`src/rtl/h_eqlz_seq_if.sv`:
```
// Coefficient streams around h_eqlz_seq: interpolated words in, per-subcarrier words out.
// master = the sequencer side, slave = the divider/equaliser side.
interface h_eqlz_seq_if #(
  parameter int WIDTH = 17,
  parameter int SC_W  = 4
);
  logic [WIDTH-1:0] interp_data;
  logic             interp_valid;
  logic             interp_ready;
  logic [WIDTH-1:0] h_eqlz;
  logic [SC_W-1:0]  h_sc_idx;
  logic             h_valid;
  logic             h_ready;
  logic             h_last;

  modport master (
    input  interp_data, interp_valid, h_ready,
    output interp_ready, h_eqlz, h_sc_idx, h_valid, h_last
  );

  modport slave (
    output interp_data, interp_valid, h_ready,
    input  interp_ready, h_eqlz, h_sc_idx, h_valid, h_last
  );
endinterface

```
`src/rtl/h_eqlz_seq.sv`:
```
// Walks the subcarriers of one RB symbol, emitting pilot or interpolated coefficient per index.
// First word two cycles after start; one-deep output reg, h_ready low stalls loads and interp_ready.
// Optional H_EQLZ_SEQ_ERR_EN adds err_sticky (restart while running, or v_shift > 5).
module h_eqlz_seq #(
  parameter int WIDTH  = 17,
  parameter int NUM_SC = 12,
  parameter int SC_W   = 4
) (
  input  logic             clk,
  input  logic             rst_n,
  input  logic             start,
  input  logic [2:0]       v_shift,
  input  logic [WIDTH-1:0] pilot_a,
  input  logic [WIDTH-1:0] pilot_b,
  h_eqlz_seq_if.master     bus,
  output logic             busy
`ifdef H_EQLZ_SEQ_ERR_EN
  ,
  output logic             err_sticky
`endif
);

  // One spare bit so the counter can sit at NUM_SC even when NUM_SC == 2^SC_W.
  localparam int CW = SC_W + 1;

  localparam logic [0:0] IDLE = 1'b0;
  localparam logic [0:0] RUN  = 1'b1;

  logic [0:0]       state_q, state_d;
  logic [CW-1:0]    sc_q, sc_d;
  logic [2:0]       vs_q, vs_d;
  logic [WIDTH-1:0] pa_q, pa_d;
  logic [WIDTH-1:0] pb_q, pb_d;
  logic [WIDTH-1:0] h_dat_q, h_dat_d;
  logic [SC_W-1:0]  h_idx_q, h_idx_d;
  logic             h_vld_q, h_vld_d;
  logic             h_last_q, h_last_d;

  logic [CW-1:0]    p0, p1;
  logic             is_pilot, is_p0, more, load_ok, load, accept;

  always_comb begin
    p0       = CW'(vs_q);
    p1       = CW'(vs_q) + CW'(6);
    is_p0    = (sc_q == p0);
    is_pilot = is_p0 || (sc_q == p1);
    more     = (sc_q < CW'(NUM_SC));
    load_ok  = !h_vld_q || bus.h_ready;
    accept   = h_vld_q && bus.h_ready;
    load     = (state_q == RUN) && more && load_ok && (is_pilot || bus.interp_valid);
  end

  assign bus.interp_ready = (state_q == RUN) && more && load_ok && !is_pilot;

  always_comb begin
    state_d  = state_q;
    sc_d     = sc_q;
    vs_d     = vs_q;
    pa_d     = pa_q;
    pb_d     = pb_q;
    h_dat_d  = h_dat_q;
    h_idx_d  = h_idx_q;
    h_vld_d  = h_vld_q;
    h_last_d = h_last_q;
    case (state_q)
      IDLE: begin
        if (start) begin
          state_d = RUN;
          vs_d    = (v_shift > 3'd5) ? (v_shift - 3'd6) : v_shift;
          pa_d    = pilot_a;
          pb_d    = pilot_b;
          sc_d    = '0;
        end
      end
      RUN: begin
        if (accept && h_last_q) begin
          h_vld_d  = 1'b0;
          h_last_d = 1'b0;
          state_d  = IDLE;
        end else if (load) begin
          h_dat_d  = is_pilot ? (is_p0 ? pa_q : pb_q) : bus.interp_data;
          h_idx_d  = sc_q[SC_W-1:0];
          h_last_d = (sc_q == CW'(NUM_SC - 1));
          h_vld_d  = 1'b1;
          sc_d     = sc_q + CW'(1);
        end else if (accept) begin
          h_vld_d = 1'b0;
        end
      end
      default: state_d = IDLE;
    endcase
  end

  always_ff @(posedge clk or negedge rst_n) begin
    if (!rst_n) begin
      state_q  <= IDLE;
      sc_q     <= '0;
      vs_q     <= '0;
      pa_q     <= '0;
      pb_q     <= '0;
      h_dat_q  <= '0;
      h_idx_q  <= '0;
      h_vld_q  <= 1'b0;
      h_last_q <= 1'b0;
    end else begin
      state_q  <= state_d;
      sc_q     <= sc_d;
      vs_q     <= vs_d;
      pa_q     <= pa_d;
      pb_q     <= pb_d;
      h_dat_q  <= h_dat_d;
      h_idx_q  <= h_idx_d;
      h_vld_q  <= h_vld_d;
      h_last_q <= h_last_d;
    end
  end

  assign bus.h_eqlz   = h_dat_q;
  assign bus.h_sc_idx = h_idx_q;
  assign bus.h_valid  = h_vld_q;
  assign bus.h_last   = h_last_q;
  assign busy         = (state_q == RUN);

`ifdef H_EQLZ_SEQ_ERR_EN
  logic err_q;

  always_ff @(posedge clk or negedge rst_n) begin
    if (!rst_n) begin
      err_q <= 1'b0;
    end else if (start && ((state_q == RUN) || (v_shift > 3'd5))) begin
      err_q <= 1'b1;
    end
  end

  assign err_sticky = err_q;
`endif

endmodule
```
`src/flat_wrapper.sv`:
```
// flat-port wrapper written by rule: the top's interface ports become plain ports
module h_eqlz_seq_flat 
#(
  parameter int WIDTH  = 17,
  parameter int NUM_SC = 12,
  parameter int SC_W   = 4
)
  (clk, rst_n, start, v_shift, pilot_a, pilot_b, busy, bus_interp_data, bus_interp_valid, bus_h_ready, bus_interp_ready, bus_h_eqlz, bus_h_sc_idx, bus_h_valid, bus_h_last);
  h_eqlz_seq_if #(.WIDTH(WIDTH), .SC_W(SC_W)) bus_i ();
  input  logic clk;
  input  logic rst_n;
  input  logic start;
  input  logic [2:0] v_shift;
  input  logic [WIDTH-1:0] pilot_a;
  input  logic [WIDTH-1:0] pilot_b;
  output logic busy;
  input wire logic [$bits(bus_i.interp_data)-1:0] bus_interp_data;
  input wire logic [$bits(bus_i.interp_valid)-1:0] bus_interp_valid;
  input wire logic [$bits(bus_i.h_ready)-1:0] bus_h_ready;
  output wire logic [$bits(bus_i.interp_ready)-1:0] bus_interp_ready;
  output wire logic [$bits(bus_i.h_eqlz)-1:0] bus_h_eqlz;
  output wire logic [$bits(bus_i.h_sc_idx)-1:0] bus_h_sc_idx;
  output wire logic [$bits(bus_i.h_valid)-1:0] bus_h_valid;
  output wire logic [$bits(bus_i.h_last)-1:0] bus_h_last;
  assign bus_i.interp_data = bus_interp_data;
  assign bus_i.interp_valid = bus_interp_valid;
  assign bus_i.h_ready = bus_h_ready;
  assign bus_interp_ready = bus_i.interp_ready;
  assign bus_h_eqlz = bus_i.h_eqlz;
  assign bus_h_sc_idx = bus_i.h_sc_idx;
  assign bus_h_valid = bus_i.h_valid;
  assign bus_h_last = bus_i.h_last;
  h_eqlz_seq #(.WIDTH(WIDTH), .NUM_SC(NUM_SC), .SC_W(SC_W)) u_core (.clk(clk), .rst_n(rst_n), .start(start), .v_shift(v_shift), .pilot_a(pilot_a), .pilot_b(pilot_b), .bus(bus_i), .busy(busy));
endmodule
```
`config.mk`:
```
export PLATFORM = sky130hd
export DESIGN_NAME = h_eqlz_seq_flat
export DESIGN_NICKNAME = d
export VERILOG_FILES = /design/src/rtl/h_eqlz_seq_if.sv /design/src/rtl/h_eqlz_seq.sv /design/src/flat_wrapper.sv
export SDC_FILE = /design/constraint.sdc
export NUM_CORES = 1
export LEC_CHECK = 0
export CORE_MARGIN = 2
export CORE_UTILIZATION = 44
export DETAILED_ROUTE_END_ITERATION = 12
export PLACE_DENSITY = 0.86
export RECOVER_POWER = 50
export SYNTH_ARGS = -nofsm -noshare
export SYNTH_HDL_FRONTEND = slang
export SYNTH_SLANG_ARGS = --single-unit
```
`constraint.sdc`:
```
create_clock -name clk -period 1.8 [get_ports clk]
set_input_delay 0.36 -clock clk [delete_from_list [all_inputs] [get_ports clk]]
set_output_delay 0.36 -clock clk [all_outputs]
set_load 0.01 [all_outputs]
```
==> results.py <==
metrics = {
    "power": {
        "clock_power_share_pct": 12.1,
        "p_sw_w": 0.00345,
        "ir_drop_mv": 0.966,
        "p_int_w": 0.00630,
        "total_power_w": 0.00975,
        "p_leak_nw": 2.21,
        "seqPwrFrac_pct": 27.4,
        "power_density_nw_per_um2": 2100,
        "pwr-share-comb_pct": 60.5,
        "switching_share_pct": 35.4,
    },
    "placed_design": {
        "gp_congestion": 0.874,
        "dpl.hpwl_um": 5460,
        "dp_slack_ps": -365,
        "io_buffers": 83,
    },
    "timing": {
        "setup_slack_ps": -414,
        "slew_headroom_pct": 5.06,
        "rsz0062_at_grt": "true",
        "max_freq_ghz": 0.452,
        "finalSetupTns_ps": -10060,
        "finalMaxSlewViolations": 0,
        "finalHoldViolCount": 0,
        "period_share_pct": 123,
        "skew_ps": 6.89,
        "setup_viol": 28,
        "fin_crit_ps": 2210,
        "worst_pin_slew_ps": 1420,
    },
    "global_route": {
        "grt_pass1_wl_um": 13300,
        "first_global_vias": 2722,
        "grt_max_degree": 67,
        "grt_usage_pct": 22.7,
        "grt_overflow_total": 0,
        "antenna_found_initial": 0,
    },
    "routing": {
        "drt_pre_antenna_iters": 4,
        "drt_wl_total_um": 8400,
        "wl_per_cell_um": 16.3,
        "drtIter0Drc": 134,
        "routed_via_density": 5.11,
        "ant_nets": 0,
        "num_vias": 2640,
        "drc_errors": 0,
    },
    "clock_tree": {
        "root_buffer": "clkbuf_8",
        "cts_tree": "built",
        "clock_sink_count": 66,
        "clock_latency_ps": 330,
        "clockBufferDepth": 2,
        "cts_made_buffers": 9,
        "htree_num_levels": 3,
        "holdBufCountCts": 0,
        "clk_pin_slew_worst_paths_ps": 70,
    },
    "critical_path": {
        "crit_type": "register to register",
        "arrival_ps": 2430,
        "worstPathCellList": "inv_2 -> ha_4 -> xor2_2 -> nand3_2 -> buf_6 -> buf_6 -> nand3b_4 -> and3_4 -> buf_12 -> buf_12 -> mux2_4",
        "crit_slowest_cell": "dfrtp_1",
        "path_buf_inv": 5,
        "cp_data_required_time_ps": 2010,
        "crit_path_end_kind": "register",
        "crit_family": "buffers and inverters",
        "cp_max_fo": 7,
        "critPathMaxStageDelay_ps": 400,
        "start_kind": "register",
    },
    "floorplan": {
        "die_y_um": 87.9,
        "start_util_pct": 45.6,
        "core_area_um2": 6790,
        "ios": 84,
        "die-area_um2": 7730,
        "rows": 30,
        "die_x_um": 87.9,
    },
    "logic_synthesis": {
        "synth_top_family_by_area": "simple AND/OR/NAND/NOR gates",
        "async_reset_ff_share_pct": 100,
        "yosys.area_share.xor_xnor_pct": 1.41,
        "syn_avg_cell_area_um2": 10.4,
        "ys_types": 40,
        "muxShareOfSynthArea_pct": 9.93,
        "syn_inst": 297,
        "synth_fp_nets": 358,
        "ys_seq_elements": 66,
        "ys_seq_area_share_pct": 53.3,
        "synth_compound_area_share_pct": 11.2,
        "ys.flop_type": "dfrtp_1",
        "synth_adder_area_share_pct": 0.807,
        "ys_warn_count": 0,
        "yosys.area_share.simple_pct": 18.6,
        "synth-edff-count": 0,
        "syn_area_um2": 3100,
    },
    "layout": {
        "nNetsFinal": 478,
        "area_growth_pct": 49.9,
        "layout-drive-gt1-share_pct": 24.5,
        "diodes": 0,
    },
    "job": {
        "cap_violations": 0,
    },
    "hold_path": {
        "min_path_type": "input port to asynchronous set/reset pin",
    },
    "outcome": {
        "violations": "setup timing",
        "outcome": "complete, but fails checks",
    },
}
registers in the layout, indices dropped and copies added, names as in the netlist:
name	cells
u_core.bus.h_eqlz	17
u_core.pa_q	17
u_core.pb_q	17
u_core.sc_q	5
u_core.bus.h_sc_idx	4
u_core.vs_q	3
u_core.bus.h_last	1
u_core.bus.h_valid	1
u_core.busy	1
worst reg2reg max path: stages, from the launching register on:
cell and delay [ps]:
dfrtp_1 400, inv_2 70, ha_4 270, xor2_2 150, nand3_2 110, buf_6 140
buf_6 120, nand3b_4 70, and3_4 220, buf_12 120, buf_12 130, mux2_4 300
what timing repair did:
item / 4_1_cts / 5_1_grt
setup buffers: 9 / 5
gates cloned: 1 / 0
pin swaps: 6 / 8
gates resized for setup: 27 / 10
endpoints found under the setup margin: 28 / 29
worst paths after layout:
check                                         end             from  slack (ps)  depth (start not counted)
setup / recovery             u_core.bus.h_eqlz[7]   u_core.vs_q[2]        -410                         11
hold / removal             u_core.bus.h_sc_idx[3]            rst_n         460                          2
setup reg to reg             u_core.bus.h_eqlz[7]   u_core.vs_q[2]        -410                         11
hold reg to reg                   u_core.pb_q[14]  u_core.pb_q[14]         480                          2
max in group asynchronous             u_core.busy            rst_n         410                          2
min in group clk                  u_core.pb_q[14]  u_core.pb_q[14]         480                          2
layer usage:
layer  track usage [%]  share of wire, %  vias up
met2              37.5                51       85
met4              9.65               1.6        0
met3              3.77               4.4       12
met1              29.6                43     1295
li1                  -                 -     1248
met5                 0                 0        -
cells in the mapped netlist, drive strengths merged, types with 3 or more instances:
master   count  area share (%)
xor2         5             1.4
nor2         3            0.36
inv          4            0.48
nor2b        3            0.61
o21ai        4            0.65
nand3b       3             1.1
clkbuf      10             1.2
a2bb2oi     17             4.8
o22ai       17             3.4
dfrtp       66              53
nand2      110              13
buf          9             3.1
mux2        22             9.9
power by group through the flow:
stage | registers, W | clock network (W) | logic, W
2_1_floorplan | 0.00270 | 0 | 0.00303
3_3_place_gp | 0.00263 | 0 | 0.00457
3_5_place_dp | 0.00265 | 0 | 0.00471
4_1_cts | 0.00266 | 0.00119 | 0.00545
5_1_grt | 0.00274 | 0.00128 | 0.00629
6_report | 0.00267 | 0.00118 | 0.00590
through the flow:
| stage | cells | hold slack, ps | util (%) | cell area, um^2 |
|---|---|---|---|---|
| 2_1_floorplan | 297 | 64.4 | - | 3110 |
| 3_3_place_gp | 488 | 400 | 61.6 | 4190 |
| 3_5_place_dp | 488 | 407 | 61.6 | 4190 |
| 4_1_cts | 513 | 45.7 | 67.3 | 4570 |
| 5_1_grt | 517 | 505 | 68.4 | 4650 |
| 6_report | 517 | 462 | 68.4 | 4650 |
layout make-up:
type,instances,area (um^2)
clock buffer,13,179
clock inverter,2,10.0
fill,496,2150
inverter,4,15.0
multi-input combinational,208,1390
sequential,66,1650
tap,96,120
timing repair buffer,128,1280
cell usage in the layout, fill, tap and decap left out, types with 2 or more instances in the layout:
cell type	count
buf_12	5
inv_2	2
buf_6	8
clkdlybuf4s50_1	81
buf_2	3
nand3b_1	2
o22ai_1	15
o22ai_2	2
mux2_4	21
o21ai_0	3
inv_1	2
buf_4	29
nand2_1	110
xor2_1	3
nand2b_1	2
a2bb2oi_1	17
nor2b_1	2
xor2_2	2
nor2_1	2
clkinv_2	2
dfrtp_1	65
clkbuf_8	13
kinds of logic (layout without fill, tap and decap cells):
logic type / Yosys count / after routing
AO/OA/AOI/OAI: 47 / 47
XOR/XNOR: 5 / 5
adder cells (fa/ha/maj): 2 / 2
buffers and inverters: 23 / 147
flip-flops: 66 / 66
multiplexers: 22 / 22
AND/OR/NAND/NOR: 132 / 132
No activity file was read; power rests on OpenSTA's default activity.
